<file path="config.mk">
export PLATFORM = sky130hd
export DESIGN_NAME = mips_fetch_flat
export DESIGN_NICKNAME = d
export VERILOG_FILES = /design/src/rtl/mips_fetch_pkg.sv /design/src/rtl/mips_fetch_if.sv /design/src/rtl/mips_fetch_fifo.sv /design/src/rtl/mips_fetch.sv /design/src/flat_wrapper.sv
export SDC_FILE = /design/constraint.sdc
export NUM_CORES = 1
export LEC_CHECK = 0
export ABC_CLOCK_PERIOD_IN_PS = 6800
export CAP_MARGIN = 40
export CORE_MARGIN = 5
export CORE_UTILIZATION = 25
export CTS_BUF_LIST = sky130_fd_sc_hd__clkbuf_2
export DETAILED_ROUTE_END_ITERATION = 8
export PLACE_DENSITY = 0.5
export SYNTH_ARGS = -nofsm -noshare
export SYNTH_HDL_FRONTEND = slang
export SYNTH_SLANG_ARGS = --single-unit
export TNS_END_PERCENT = 30
</file>
<file path="constraint.sdc">
create_clock -name clock -period 6.8 [get_ports clock]
set_clock_uncertainty 0.1 [all_clocks]
set_input_delay 0.68 -clock clock [delete_from_list [all_inputs] [get_ports clock]]
set_output_delay 0.68 -clock clock [all_outputs]
set_load 0.005 [all_outputs]
</file>
<file path="src/rtl/mips_fetch_pkg.sv">
// mips_fetch_pkg: shared fetch constants, queue entry type and PC helpers
package mips_fetch_pkg;
    localparam logic [31:0] MIPS_NOP = 32'h0;
    typedef struct packed {
        logic [31:0] op;
        logic [31:0] next;
    } fetch_entry_t;
    function automatic logic [31:0] word_align(input logic [31:0] a);
        return {a[31:2], 2'b00};
    endfunction
    function automatic logic [31:0] pc_inc(input logic [31:0] a);
        return a + 32'd4;
    endfunction
endpackage

</file>
<file path="src/rtl/mips_fetch_if.sv">
// mips_fetch_if: code-memory request channel plus ID/RF and EX redirect signals
interface mips_fetch_if;
    logic [31:0] pc;
    logic        req;
    logic        ack;
    logic [31:0] op;
    logic        opv;
    logic [31:0] ro;
    logic [31:0] rn;
    logic        rv;
    logic        stall;
    logic        fv;
    logic [31:0] fa;
    modport master (output pc, req, ro, rn, rv, input ack, op, opv, stall, fv, fa);
    modport slave  (input pc, req, ro, rn, rv, output ack, op, opv, stall, fv, fa);
endinterface

</file>
<file path="src/rtl/mips_fetch_fifo.sv">
// mips_fetch_fifo: synchronous prefetch queue with push, pop, clear and occupancy count
module mips_fetch_fifo #(
    parameter int W     = 64,
    parameter int DEPTH = 4,
    parameter int CW    = $clog2(DEPTH + 1)
) (
    input  logic          clock,
    input  logic          reset,
    input  logic          push,
    input  logic          pop,
    input  logic          clear,
    input  logic [W-1:0]  din,
    output logic [W-1:0]  dout,
    output logic [CW-1:0] count
);
    localparam int AW = $clog2(DEPTH);
    logic [W-1:0]  mem [DEPTH];
    logic [AW-1:0] wp, rp;
    always_ff @(posedge clock or posedge reset) begin
        if (reset) begin
            wp    <= '0;
            rp    <= '0;
            count <= '0;
        end else if (clear) begin
            wp    <= '0;
            rp    <= '0;
            count <= '0;
        end else begin
            wp    <= push ? wp + 1'b1 : wp;
            rp    <= pop ? rp + 1'b1 : rp;
            count <= count + CW'(push) - CW'(pop);
        end
    end
    always_ff @(posedge clock) begin
        if (push && !clear) mem[wp] <= din;
    end
    assign dout = mem[rp];
endmodule

</file>
<file path="src/rtl/mips_fetch.sv">
// mips_fetch: credit-based prefetching MIPS fetch stage with redirect flush and ID stall
module mips_fetch
    import mips_fetch_pkg::*;
#(
    parameter logic [31:0] START = 32'h0,
    parameter int          DEPTH = 4,
    parameter logic [31:0] NOP   = MIPS_NOP
) (
    input logic             clock,
    input logic             reset,
    mips_fetch_if.master    bus
);
    localparam int CW = $clog2(DEPTH + 1);
    logic [CW-1:0] cnt, out, disc;
    logic [CW:0]   occ;
    logic [31:0]   pc, ro, rn;
    logic          rv, acc, resp, push, pop;
    fetch_entry_t  head, tail;
    assign occ  = (CW+1)'(cnt) + (CW+1)'(out);
    assign acc  = bus.req && bus.ack;
    assign resp = bus.opv && out != '0;
    assign push = resp && disc == '0 && !bus.fv;
    assign pop  = !bus.fv && !bus.stall && cnt != '0;
    // Every live in-flight request is contiguous and ends just below pc.
    assign tail = '{op: bus.op, next: pc_inc(pc - (32'(out) << 2))};
    assign bus.req = !bus.fv && occ < (CW+1)'(DEPTH);
    assign bus.pc  = pc;
    assign bus.ro  = ro;
    assign bus.rn  = rn;
    assign bus.rv  = rv;
    mips_fetch_fifo #(.W(64), .DEPTH(DEPTH)) u_fifo (
        .clock (clock),
        .reset (reset),
        .push  (push),
        .pop   (pop),
        .clear (bus.fv),
        .din   (tail),
        .dout  (head),
        .count (cnt)
    );
    always_ff @(posedge clock or posedge reset) begin
        if (reset) begin
            pc   <= START;
            out  <= '0;
            disc <= '0;
            ro   <= NOP;
            rn   <= '0;
            rv   <= 1'b0;
        end else begin
            out <= out + CW'(acc) - CW'(resp);
            if (bus.fv) begin
                pc   <= word_align(bus.fa);
                disc <= out - CW'(resp);
                ro   <= NOP;
                rv   <= 1'b0;
            end else begin
                pc   <= acc ? pc_inc(pc) : pc;
                disc <= (resp && disc != '0) ? disc - 1'b1 : disc;
                ro   <= bus.stall ? ro : (pop ? head.op : NOP);
                rn   <= (bus.stall || !pop) ? rn : head.next;
                rv   <= bus.stall ? rv : pop;
            end
        end
    end
endmodule
</file>
<file path="src/flat_wrapper.sv">
// flat-port wrapper written by rule: the top's interface ports become plain ports
module mips_fetch_flat import mips_fetch_pkg::*;
#(
    parameter logic [31:0] START = 32'h0,
    parameter int          DEPTH = 4,
    parameter logic [31:0] NOP   = MIPS_NOP
)
  (clock, reset, bus_pc, bus_req, bus_ro, bus_rn, bus_rv, bus_ack, bus_op, bus_opv, bus_stall, bus_fv, bus_fa);
  mips_fetch_if bus_i ();
  input logic clock;
  input logic reset;
  output wire logic [$bits(bus_i.pc)-1:0] bus_pc;
  output wire logic [$bits(bus_i.req)-1:0] bus_req;
  output wire logic [$bits(bus_i.ro)-1:0] bus_ro;
  output wire logic [$bits(bus_i.rn)-1:0] bus_rn;
  output wire logic [$bits(bus_i.rv)-1:0] bus_rv;
  input wire logic [$bits(bus_i.ack)-1:0] bus_ack;
  input wire logic [$bits(bus_i.op)-1:0] bus_op;
  input wire logic [$bits(bus_i.opv)-1:0] bus_opv;
  input wire logic [$bits(bus_i.stall)-1:0] bus_stall;
  input wire logic [$bits(bus_i.fv)-1:0] bus_fv;
  input wire logic [$bits(bus_i.fa)-1:0] bus_fa;
  assign bus_pc = bus_i.pc;
  assign bus_req = bus_i.req;
  assign bus_ro = bus_i.ro;
  assign bus_rn = bus_i.rn;
  assign bus_rv = bus_i.rv;
  assign bus_i.ack = bus_ack;
  assign bus_i.op = bus_op;
  assign bus_i.opv = bus_opv;
  assign bus_i.stall = bus_stall;
  assign bus_i.fv = bus_fv;
  assign bus_i.fa = bus_fa;
  mips_fetch #(.START(START), .DEPTH(DEPTH), .NOP(NOP)) u_core (.clock(clock), .reset(reset), .bus(bus_i));
endmodule
</file>
==> results of run 1 <==
## Yosys cell counts, types with 13 or more instances
library cell / number / area (sq um)
mux2_2: 31 / 349.1
clkbuf_1: 21 / 78.83
ha_1: 72 / 900.9
a22o_1: 32 / 280.3
mux4_2: 62 / 1396
inv_1: 53 / 198.9
o21ai_0: 39 / 195.2
a21oi_1: 34 / 170.2
xor2_1: 13 / 113.9
nand2_1: 58 / 217.7
dfrtp_1: 106 / 2653
edfxtp_1: 248 / 7447
nor2_1: 24 / 90.09
xnor2_1: 29 / 254.0
nand3_1: 16 / 80.08
## flip-flops by register name (all words and copies together), names as in the netlist
name,flops
u_core.u_fifo.rp,2
u_core.bus.pc,30
u_core.disc,3
u_core.u_fifo.mem,248
u_core.out,3
u_core.bus.ro,32
u_core.u_fifo.count,3
u_core.bus.rn,30
u_core.bus.rv,1
u_core.u_fifo.wp,2
## worst min-delay path, stage by stage
cell             delay (ns)
clkdlybuf4s50_1        0.40
nand2_1                0.09
o21ai_0                0.08
## cell families after synthesis
| group | after synthesis |
|---|---|
| flip-flops | 354 |
| multiplexers | 97 |
| adder cells (fa/ha/maj) | 75 |
| AO/OA/AOI/OAI | 180 |
| buffers and inverters | 101 |
| XOR/XNOR | 42 |
| AND/OR/NAND/NOR | 160 |
| other | 1 |
## through the flow
stage | std cells | instance area (sq um) | hold WS (ns)
2_1_floorplan | 1013 | 15790 | 0.3741
3_3_place_gp | 1983 | 18310 | 0.3591
3_5_place_dp | 1986 | 18390 | 0.3668
4_1_cts | 2196 | 19620 | 0.0005062
5_1_grt | 2197 | 19620 | 0.06369
6_report | 2197 | 19620 | 0.2136
## metal layers
| metal | routed length [um] | vias to the layer above |
|---|---|---|
| met2 | 19200 | 240 |
| met4 | 839 | 0 |
| met5 | 0 | - |
| met1 | 17250 | 4827 |
| li1 | - | 4462 |
| met3 | 2120 | 69 |
## worst max path at each step
stage	to	from	slack [ns]	cells past startpoint
finish	bus_req	u_core.out[2]$_DFF_PP0_	3.01	4
global route	bus_req	u_core.out[2]$_DFF_PP0_	2.80	4
CTS	bus_req	u_core.out[2]$_DFF_PP0_	2.75	4
detailed placement	u_core.u_fifo.mem[1][40]$_DFFE_PP_	bus_opv	3.23	7
global placement	u_core.u_fifo.mem[0][40]$_DFFE_PP_	bus_opv	3.25	7
floorplan	u_core.bus.pc[10]$_DFFE_PP0P_	reset	3.23	1
## where the power goes
group	internal (mW)	leakage [nW]	switching (mW)	total [mW]
registers	2.76	3.57	0.188	2.94
clock network	0.719	0.753	0.917	1.64
logic	1.05	2.98	1.18	2.23
## repair_timing
item,in CTS,in global routing
setup endpoints to repair,0,0
hold endpoints to repair,51,0
hold buffers,25,0
## cell usage in the layout, fill, tap and decap left out, types with 4 or more instances in the layout
cell and count:
clkinv_1 17, mux2_2 31, o211ai_1 7, clkdlybuf4s50_1 160, nor3_1 11, conb_1 4, clkbuf_2 155, a21oi_1 34
nor2_1 24, mux2i_1 4, a21o_1 8, ha_1 72, dfrtp_1 104, a22o_1 32, xor2_1 13, a221o_1 10
and2_1 4, inv_1 52, and2_4 4, clkinv_2 8, a31oi_1 8, and3_1 8, nand3_1 16, xnor2_1 29
nand2_1 58, nand2b_1 4, buf_4 10, mux4_2 62, o21ai_0 39, edfxtp_1 248, dlygate4sd3_1 25, nand4_1 10
## cell type report
type / instances / area share [%]
Multi-Input combinational cell: 558 / 26.82
Tap cell: 846 / 5.395
Clock buffer: 155 / 3.954
Clock inverter: 30 / 1.027
Sequential cell: 354 / 51.52
Inverter: 54 / 1.046
Timing Repair Buffer: 199 / 10.23
Antenna cell: 1 / 0.01276
==> key figures, run 1 <==
CTS
  • Worst skew pair latency: 1.03 ns
  • Clock Path Buffers: 3
  • H-tree levels: 3
  • TritonCTS clock tree: done
  • Root Driver: clkbuf_2
  • Setup bufs post-CTS: 0
  • TritonCTS sink count: 354
  • TritonCTS Buffers: 98
  • Post-CTS Resized: 0
  • Reg clk slew, reported paths: 0.11 ns

Critical path
  • R2R depth: 11
  • CP required: 6.02 ns
  • Reg2reg setup slack: 3.27 ns
  • Critical path startpoint category: register
  • Worst r2r src: u_core.bus.pc[2]$_DFFE_PP0P_
  • Critical R2R Capture: u_core.u_fifo.mem[1][28]$_DFFE_PP_
  • Max incr delay on CP: 0.56 ns
  • Critical Path AT: 3.01 ns
  • CP Capture Type: output port
  • CP Buf/Inv Count: 1
  • CP max stage cell: clkdlybuf4s50_1
  • CP max FO: 5
  • Setup CP Type: register to output port
  • Critical path's top delay family: buffers and inverters
  • Cell Chain, Critical Path: ha_1 -> or4_4 -> a31oi_4 -> clkdlybuf4s50_1

Layout
  • Area delta synth->final: 24.35%
  • Final core occ: 31.22%
  • Sequential Area: 0.01011 sq mm
  • Fill count: 6323
  • Area of the multi-input gates: 0.005261 sq mm
  • Share of cells above drive strength 1: 22.89%
  • Net count, final: 1410

Hold path
  • Hold endpoint: u_core.bus.pc[27]$_DFFE_PP0P_
  • Worst Hold Class: input port to register
  • Hold Crit Depth: 3
  • Hold_sp: bus_fa[27]

Floorplanning
  • Core ar.: 0.06285 sq mm
  • I/O pin count: 168
  • Initial core utilization: 25.10%
  • Die width: 261.2 um
  • Cell row count: 92
  • Die Area: 0.06824 sq mm
  • Die Y: 261.2 um

STA
  • Post-route minimum period: 3.791 ns
  • Slew HR: 46.66%
  • Max frequency: 263.8 MHz
  • Final worst slack: 3.009 ns
  • Max-slew violation total from the final report: 0
  • Worst-margin pin slew: 0.8001 ns
  • Final Setup Violations: 0
  • Setup_tns: 0 ns
  • Fin crit share: 55.75%
  • Hold Vio Cnt, Final: 0
  • Unrepaired setup endpoints after global routing: false

Routing
  • DRT Pass-1 Iters: 6
  • Drt drc: 0
  • Drt first-iter violations: 420
  • Avg WL per Cell: 17.94 um
  • Final WL: 39.41 mm
  • Vias: 9598
  • Vias per Instance: 4.369
  • DRT antenna net count: 0

Synthesis
  • Main combinational cell family by area after synthesis: multiplexers
  • Mapped cell area: 0.01578 sq mm
  • Simple-gate share of the synthesized area: 5.170%
  • Synth Instances: 1010
  • Adder-cell share of the synthesized area: 6.090%
  • Distinct cells, synth: 74
  • Syn Area/Cell: 15.62 sq um
  • Number of synthesis warnings: 0
  • Top FF cell, synth: edfxtp_1
  • Synth Area in Compound Gates: 8.200%
  • Proportion of synthesized area in mux cells: 11.32%
  • Yosys reg bits: 354
  • Synth Area in XOR/XNOR: 2.331%
  • Asr flop ratio synth: 29.94%
  • Post-synthesis sequential area ratio: 64.01%
  • Number of flops mapped to enable cells by yosys: 248

Placement
  • Final GP Congestion: 0.7502
  • Post-place setup slack: 3.226 ns
  • HPWL after DPL: 25.46 mm
  • PortBufs: 161

Pwr
  • Peak VDD IR: 114.2 uV
  • Power Density: 346.9 mW/mm^2
  • Leakage: 7.309 nW
  • Total chip power: 6.806 mW

Global routing
  • GR peak layer: met2
  • Met3 Track Usage GR: 3.133%
  • First-pass GRT wire length: 60.81 mm
  • Total gr overflow: 0
  • Gr usage total: 11.59%
  • Met1 usage: 14.58%
  • GRT met2 Usage: 19.16%
  • Initial antenna violation count: 1
  • Largest net degree at the start of global routing: 50
  • Vias in the first global route: 10440

Run
  • Max-cap violations: 0

Status
  • Status: complete, no violations
Note: power is estimated with default switching activity, not from simulation.
==> run 2, diff against run 1 <==
--- a/config.mk
+++ b/config.mk
@@ -5,13 +5,13 @@
 export SDC_FILE = /design/constraint.sdc
 export NUM_CORES = 1
 export LEC_CHECK = 0
-export ABC_CLOCK_PERIOD_IN_PS = 6800
+export ABC_CLOCK_PERIOD_IN_PS = 3300
 export CAP_MARGIN = 40
 export CORE_MARGIN = 5
 export CORE_UTILIZATION = 25
 export CTS_BUF_LIST = sky130_fd_sc_hd__clkbuf_2
 export DETAILED_ROUTE_END_ITERATION = 8
-export PLACE_DENSITY = 0.5
+export PLACE_DENSITY = 0.51
 export SYNTH_ARGS = -nofsm -noshare
 export SYNTH_HDL_FRONTEND = slang
 export SYNTH_SLANG_ARGS = --single-unit
==> constraint.sdc (replaced) <==
create_clock -name clock -period 3.3 [get_ports clock]
set_clock_uncertainty 0.1 [all_clocks]
set_input_delay 0.33 -clock clock [delete_from_list [all_inputs] [get_ports clock]]
set_output_delay 0.33 -clock clock [all_outputs]
set_load 0.005 [all_outputs]
==> run 2 against run 1 <==
Via count increased by 1.8%; sequential share of layout area shrank 1.3 points; die area unchanged; worst setup slack got worse by 2.8 ns; routed wire length grew 0.59%; power up 100%; flip-flop and latch count unchanged; critical path type is now register to register; critical endpoint is now u_core.u_fifo.mem[1][30]$_DFFE_PP_.
==> key figures, run 2 (same netlist as run 1, synthesis figures left out) <==
Critical path
  • Cell Chain, Critical Path: ha_1 -> ha_1 -> ha_1 -> o211ai_1 -> a211o_1 -> o211ai_2 -> a211oi_2 -> o31a_1 -> o21ai_2 -> xor2_2
  • CP max FO: 5
  • Critical Path AT: 3.66 ns
  • Critical path startpoint category: register
  • CP Capture Type: register
  • CP max stage cell: dfrtp_1
  • Critical path's top delay family: compound AO/OA/AOI/OAI gates
  • Most used cell, CP: ha_1
  • CP Buf/Inv Count: 0
  • Setup CP Type: register to register
  • CP required: 3.90 ns
  • Max incr delay on CP: 0.45 ns

Placement
  • HPWL after DPL: 24.91 mm
  • PortBufs: 161
  • Final GP Congestion: 0.7606

Layout
  • Most frequent cells in the layout: 248 x edfxtp_1, 159 x clkbuf_2, 159 x clkdlybuf4s50_1, 103 x dfrtp_1, 72 x ha_1
  • Net count, final: 1465
  • Max reg flops: 248
  • Sequential Area: 0.01011 sq mm
  • Area delta synth->final: 27.64%
  • Final core occ: 32.04%
  • Largest regs: u_core.u_fifo.mem x248, u_core.bus.ro x32
  • Fill count: 6333
  • Largest reg by FF count: u_core.u_fifo.mem
  • Share of cells above drive strength 1: 23.13%
  • Area of the multi-input gates: 0.005286 sq mm
  • Commonest non-fill, non-tap cell in the layout: edfxtp_1

Global routing
  • Initial antenna violation count: 2
  • First-pass GRT wire length: 61.18 mm
  • Largest net degree at the start of global routing: 66
  • Total gr overflow: 0
  • Gr usage total: 11.57%
  • Vias in the first global route: 10330

Pwr
  • Power Density: 690.0 mW/mm^2
  • Total chip power: 13.90 mW
  • Peak VDD IR: 209.2 uV
  • Leakage: 7.520 nW

Floorplanning
  • Die Area: 0.06824 sq mm
  • I/O pin count: 168
  • Initial core utilization: 25.10%
  • Die Y: 261.2 um
  • Die width: 261.2 um
  • Core ar.: 0.06285 sq mm
  • Cell row count: 92

Status
  • Status: complete, no violations

Run
  • Max-cap violations: 0

Routing
  • Drt first-iter violations: 430
  • Avg WL per Cell: 17.64 um
  • Vias per Instance: 4.348
  • Final WL: 39.65 mm
  • Drt drc: 0
  • Vias: 9774
  • DRT Pass-1 Iters: 6
  • DRT antenna net count: 0

Hold path
  • Worst Hold Class: input port to register

STA
  • Hold Vio Cnt, Final: 0
  • Final Setup Violations: 0
  • Max frequency: 326.1 MHz
  • Max-slew violation total from the final report: 0
  • Unrepaired setup endpoints after global routing: false
  • Slew HR: 39.32%
  • Min Hold Slack: 0.2178 ns
  • Worst-margin pin slew: 0.9069 ns
  • Post-route minimum period: 3.067 ns
  • Fin crit share: 92.93%
  • Setup_tns: 0 ns

CTS
  • H-tree levels: 3
  • TritonCTS sink count: 354
  • Clock Path Buffers: 3
  • Reg clk slew, reported paths: 0.12 ns
  • TritonCTS clock tree: done
  • Root Driver: clkbuf_2
  • Worst skew pair latency: 0.99 ns
  • TritonCTS Buffers: 97
run 2: cell count changes in the layout (fill, tap and decap cells not counted), moves of 3 or more:
cell	change
bufinv_16	-3
clkbuf_2	+4
buf_4	+6
buf_12	+8
dlygate4sd3_1	+44
clkinv_2	-5
run 2: worst paths after layout:
| path | end | from | cells past startpoint | slack [ns] |
|---|---|---|---|---|
| max | u_core.u_fifo.mem[1][30]$_DFFE_PP_ | u_core.bus.pc[3]$_DFFE_PP0P_ | 10 | 0.23 |
| min | u_core.u_fifo.rp[0]$_DFFE_PP0P_ | bus_fv | 4 | 0.22 |
| max reg2reg | u_core.u_fifo.mem[1][30]$_DFFE_PP_ | u_core.bus.pc[3]$_DFFE_PP0P_ | 10 | 0.23 |
| min reg2reg | u_core.bus.rv$_DFFE_PP0P_ | u_core.bus.rv$_DFFE_PP0P_ | 1 | 0.38 |
| max in group asynchronous | u_core.bus.rn[22]$_DFFE_PP0P_ | reset | 4 | 2.09 |
| min in group asynchronous | u_core.bus.ro[13]$_DFFE_PP0P_ | reset | 3 | 0.25 |
run 2: routing by layer:
metal	GRT usage, %	vias to the layer above	share of wire [%]
met1	15.01	4907	45
met5	0	-	0.050
met2	18.94	239	48
met3	3.037	65	5.6
met4	3.869	2	2.0
li1	-	4561	-
run 2: layout make-up:
cell class                 count  share of cell area (%)
clock buffer                 158                   3.926
antenna                        1                 0.01243
multi-input combinational    558                   26.25
clock inverter                22                  0.4722
sequential                   354                   50.19
inverter                      54                   1.019
timing repair buffer         255                   12.87
tap                          846                   5.256
run 2: what timing repair did:
action,4_1_cts,5_1_grt
hold endpoints to repair,261,0
hold buffers,69,0
gates resized for setup,3,6
gates cloned,0,0
setup buffers,0,0
endpoints found under the setup margin,1,23
run 2: stage by stage:
stage | std cells | worst slack [ns] | area [sq um]
floorplan | 1013 | 0.08111 | 15790
global placement | 1998 | 0.2131 | 18540
detailed placement | 1998 | 0.1378 | 18540
CTS | 2247 | 0.01199 | 20120
global route | 2248 | 0.01014 | 20140
finish | 2248 | 0.2332 | 20140
run 2: worst reg2reg max path: stages (launching register included):
cell and delay [ns]:
dfrtp_1 0.45, ha_1 0.36, ha_1 0.32, ha_1 0.18, o211ai_1 0.21, a211o_1 0.17, o211ai_2 0.15, a211oi_2 0.31
o31a_1 0.26, o21ai_2 0.09, xor2_2 0.17
run 2: power by group:
| part | total [mW] | internal [mW] | switching, mW | leakage (nW) |
|---|---|---|---|---|
| clock | 3.11 | 1.26 | 1.85 | 0.705 |
| combinational | 4.71 | 2.28 | 2.42 | 3.24 |
| sequential | 6.08 | 5.68 | 0.401 | 3.57 |
==> run 3, diff against run 2 <==
--- a/config.mk
+++ b/config.mk
@@ -11,6 +11,7 @@
 export CORE_UTILIZATION = 25
 export CTS_BUF_LIST = sky130_fd_sc_hd__clkbuf_2
 export DETAILED_ROUTE_END_ITERATION = 8
+export GPL_TIMING_DRIVEN = 0
 export PLACE_DENSITY = 0.51
 export SYNTH_ARGS = -nofsm -noshare
 export SYNTH_HDL_FRONTEND = slang
==> run 3 against run 2 <==
Design area increased by 0.99%; die area stayed put; sequential share of layout area fell by 0.52 points; register-to-register slack worse by 0.09 ns; highest routed layer unchanged; critical endpoint is now u_core.u_fifo.mem[1][28]$_DFFE_PP_; hold slack improved by 0.025 ns; worst setup slack lost 0.087 ns.
==> key figures, run 3 (same netlist as run 1, synthesis figures left out) <==
Status
  • Status: complete, no violations

Routing
  • Final WL: 41.45 mm
  • Vias per Instance: 4.323
  • Drt first-iter violations: 415
  • Drt drc: 0
  • DRT antenna net count: 0
  • DRT Pass-1 Iters: 5
  • Avg WL per Cell: 18.22 um
  • Vias: 9835

STA
  • Setup_tns: 0 ns
  • Max frequency: 317.1 MHz
  • Min Hold Slack: 0.2429 ns
  • Unrepaired setup endpoints after global routing: true
  • Slew HR: 46.33%
  • Final worst slack: 0.1463 ns
  • Post-route minimum period: 3.154 ns
  • Hold Vio Cnt, Final: 0
  • Max-slew violation total from the final report: 0
  • Final Setup Violations: 0
  • Worst-margin pin slew: 0.8050 ns
  • Fin crit share: 95.57%

Critical path
  • Worst r2r src: u_core.bus.pc[2]$_DFFE_PP0P_
  • Cell Chain, Critical Path: inv_1 -> ha_4 -> inv_1 -> fa_1 -> a21oi_1 -> o211ai_1 -> a31oi_2 -> a21oi_2 -> o21ai_2 -> o21ai_0 -> xor2_1 -> buf_4
  • Critical path startpoint category: register
  • R2R depth: 12
  • Max incr delay on CP: 0.46 ns
  • CP required: 3.89 ns
  • Crit path to: u_core.u_fifo.mem[1][28]$_DFFE_PP_
  • Most used cell, CP: inv_1
  • CP Capture Type: register
  • Setup CP Type: register to register
  • Reg2reg setup slack: 0.15 ns
  • CP max FO: 6
  • Critical Path AT: 3.74 ns
  • Critical R2R Capture: u_core.u_fifo.mem[1][28]$_DFFE_PP_
  • Crit path from: u_core.bus.pc[2]$_DFFE_PP0P_
  • CP max stage cell: fa_1

CTS
  • Root Driver: clkbuf_2
  • TritonCTS Buffers: 94
  • TritonCTS clock tree: done
  • TritonCTS sink count: 354
  • Clock Path Buffers: 3
  • H-tree levels: 3
  • Reg clk slew, reported paths: 0.11 ns
  • Worst skew pair latency: 0.99 ns

Global routing
  • Vias in the first global route: 10370
  • Gr usage total: 12.06%
  • First-pass GRT wire length: 62.31 mm
  • Largest net degree at the start of global routing: 75
  • Total gr overflow: 0
  • Initial antenna violation count: 2

Layout
  • Area delta synth->final: 28.91%
  • Share of cells above drive strength 1: 22.78%
  • Largest reg by FF count: u_core.u_fifo.mem
  • Most frequent cells in the layout: 248 x edfxtp_1, 160 x clkdlybuf4s50_1, 141 x clkbuf_2, 103 x dfrtp_1, 70 x ha_1
  • Max reg flops: 248
  • Largest regs: u_core.u_fifo.mem x248, u_core.bus.ro x32
  • Net count, final: 1497
  • Commonest non-fill, non-tap cell in the layout: edfxtp_1

Placement
  • Post-place setup slack: -1.113 ns
  • Final GP Congestion: 0.7770
  • PortBufs: 161
  • HPWL after DPL: 28.28 mm

Pwr
  • Power Density: 690.6 mW/mm^2
  • Clock network fraction of total power: 21.5%
  • Reg power frac: 42.9%
  • Pint: 9.286 mW
  • Peak VDD IR: 233.0 uV
  • P_sw: 4.761 mW
  • Comb pwr share: 35.6%
  • Leakage: 7.573 nW
  • Sw Ratio: 33.89%

Floorplanning
  • Die Area: 0.06824 sq mm
  • I/O pin count: 168
  • Core ar.: 0.06285 sq mm
  • Initial core utilization: 25.10%
  • Cell row count: 92
  • Die Y: 261.2 um
  • Die width: 261.2 um

Hold path
  • Worst Hold Class: input port to register

Run
  • Max-cap violations: 0
## run 3: through the flow
stage	instance area, sq um	utilization (%)	power [mW]	std cells
floorplan	15790	-	8.935	1013
global placement	18460	29.37	10.82	2020
detailed placement	18660	29.68	10.96	2029
CTS	20240	32.20	14.28	2272
global route	20340	32.36	15.08	2274
finish	20340	32.36	14.05	2275
## run 3: how the worst min path moves through the flow
stage / startpoint / endpoint / cells after the start
final: bus_ack / u_core.bus.pc[5]$_DFFE_PP0P_ / 5
after global routing: bus_fv / u_core.bus.pc[28]$_DFFE_PP0P_ / 4
after CTS: bus_ack / u_core.bus.pc[5]$_DFFE_PP0P_ / 5
after detailed placement: u_core.bus.rv$_DFFE_PP0P_ / u_core.bus.rv$_DFFE_PP0P_ / 1
after global placement: u_core.bus.rv$_DFFE_PP0P_ / u_core.bus.rv$_DFFE_PP0P_ / 1
after floorplan: bus_op[0] / u_core.u_fifo.mem[0][32]$_DFFE_PP_ / 0
## run 3: critical path, delay by kind of cell, from the launching register on
kind	cells	cell delay (ns)
AOI/OAI and AO/OA	6	1.06
adders and majority gates	2	0.79
DFF	1	0.37
buffers and inverters	3	0.35
xor gates and xnor gates	1	0.18
## run 3: power groups by stage
| stage | clock [mW] | combinational [mW] | sequential, mW |
|---|---|---|---|
| finish | 3.02 | 5.01 | 6.02 |
| global route | 3.44 | 5.54 | 6.09 |
| CTS | 3.22 | 5.02 | 6.03 |
| detailed placement | 0 | 4.81 | 6.15 |
| global placement | 0 | 4.67 | 6.14 |
| floorplan | 0 | 2.86 | 6.08 |
## run 3: repair_timing
action / CTS / global route
setup endpoints to repair: 27 / 33
gates resized for setup: 10 / 14
buffers inserted: 7 / 2
hold endpoints to repair: 265 / 0
hold buffers: 65 / 0
pin swaps: 3 / 5
## run 3: final cells by class
class                      count  area (sq um)
antenna                        2         5.005
buffer                        46         245.2
clock buffer                 139         695.7
clock inverter                32         153.9
fill                        6325         42510
inverter                      54         207.7
multi-input combinational    558          5359
sequential                   354         10100
tap                          846          1059
timing repair buffer         244          2511
## run 3: layer usage
metal / GRT usage [%] / share of wire [%] / vias up
li1: - / - / 4623
met1: 15.76 / 45 / 4875
met2: 19.63 / 48 / 253
met3: 2.873 / 5.4 / 82
met4: 4.394 / 2.3 / 2
met5: 0 / 0.031 / -
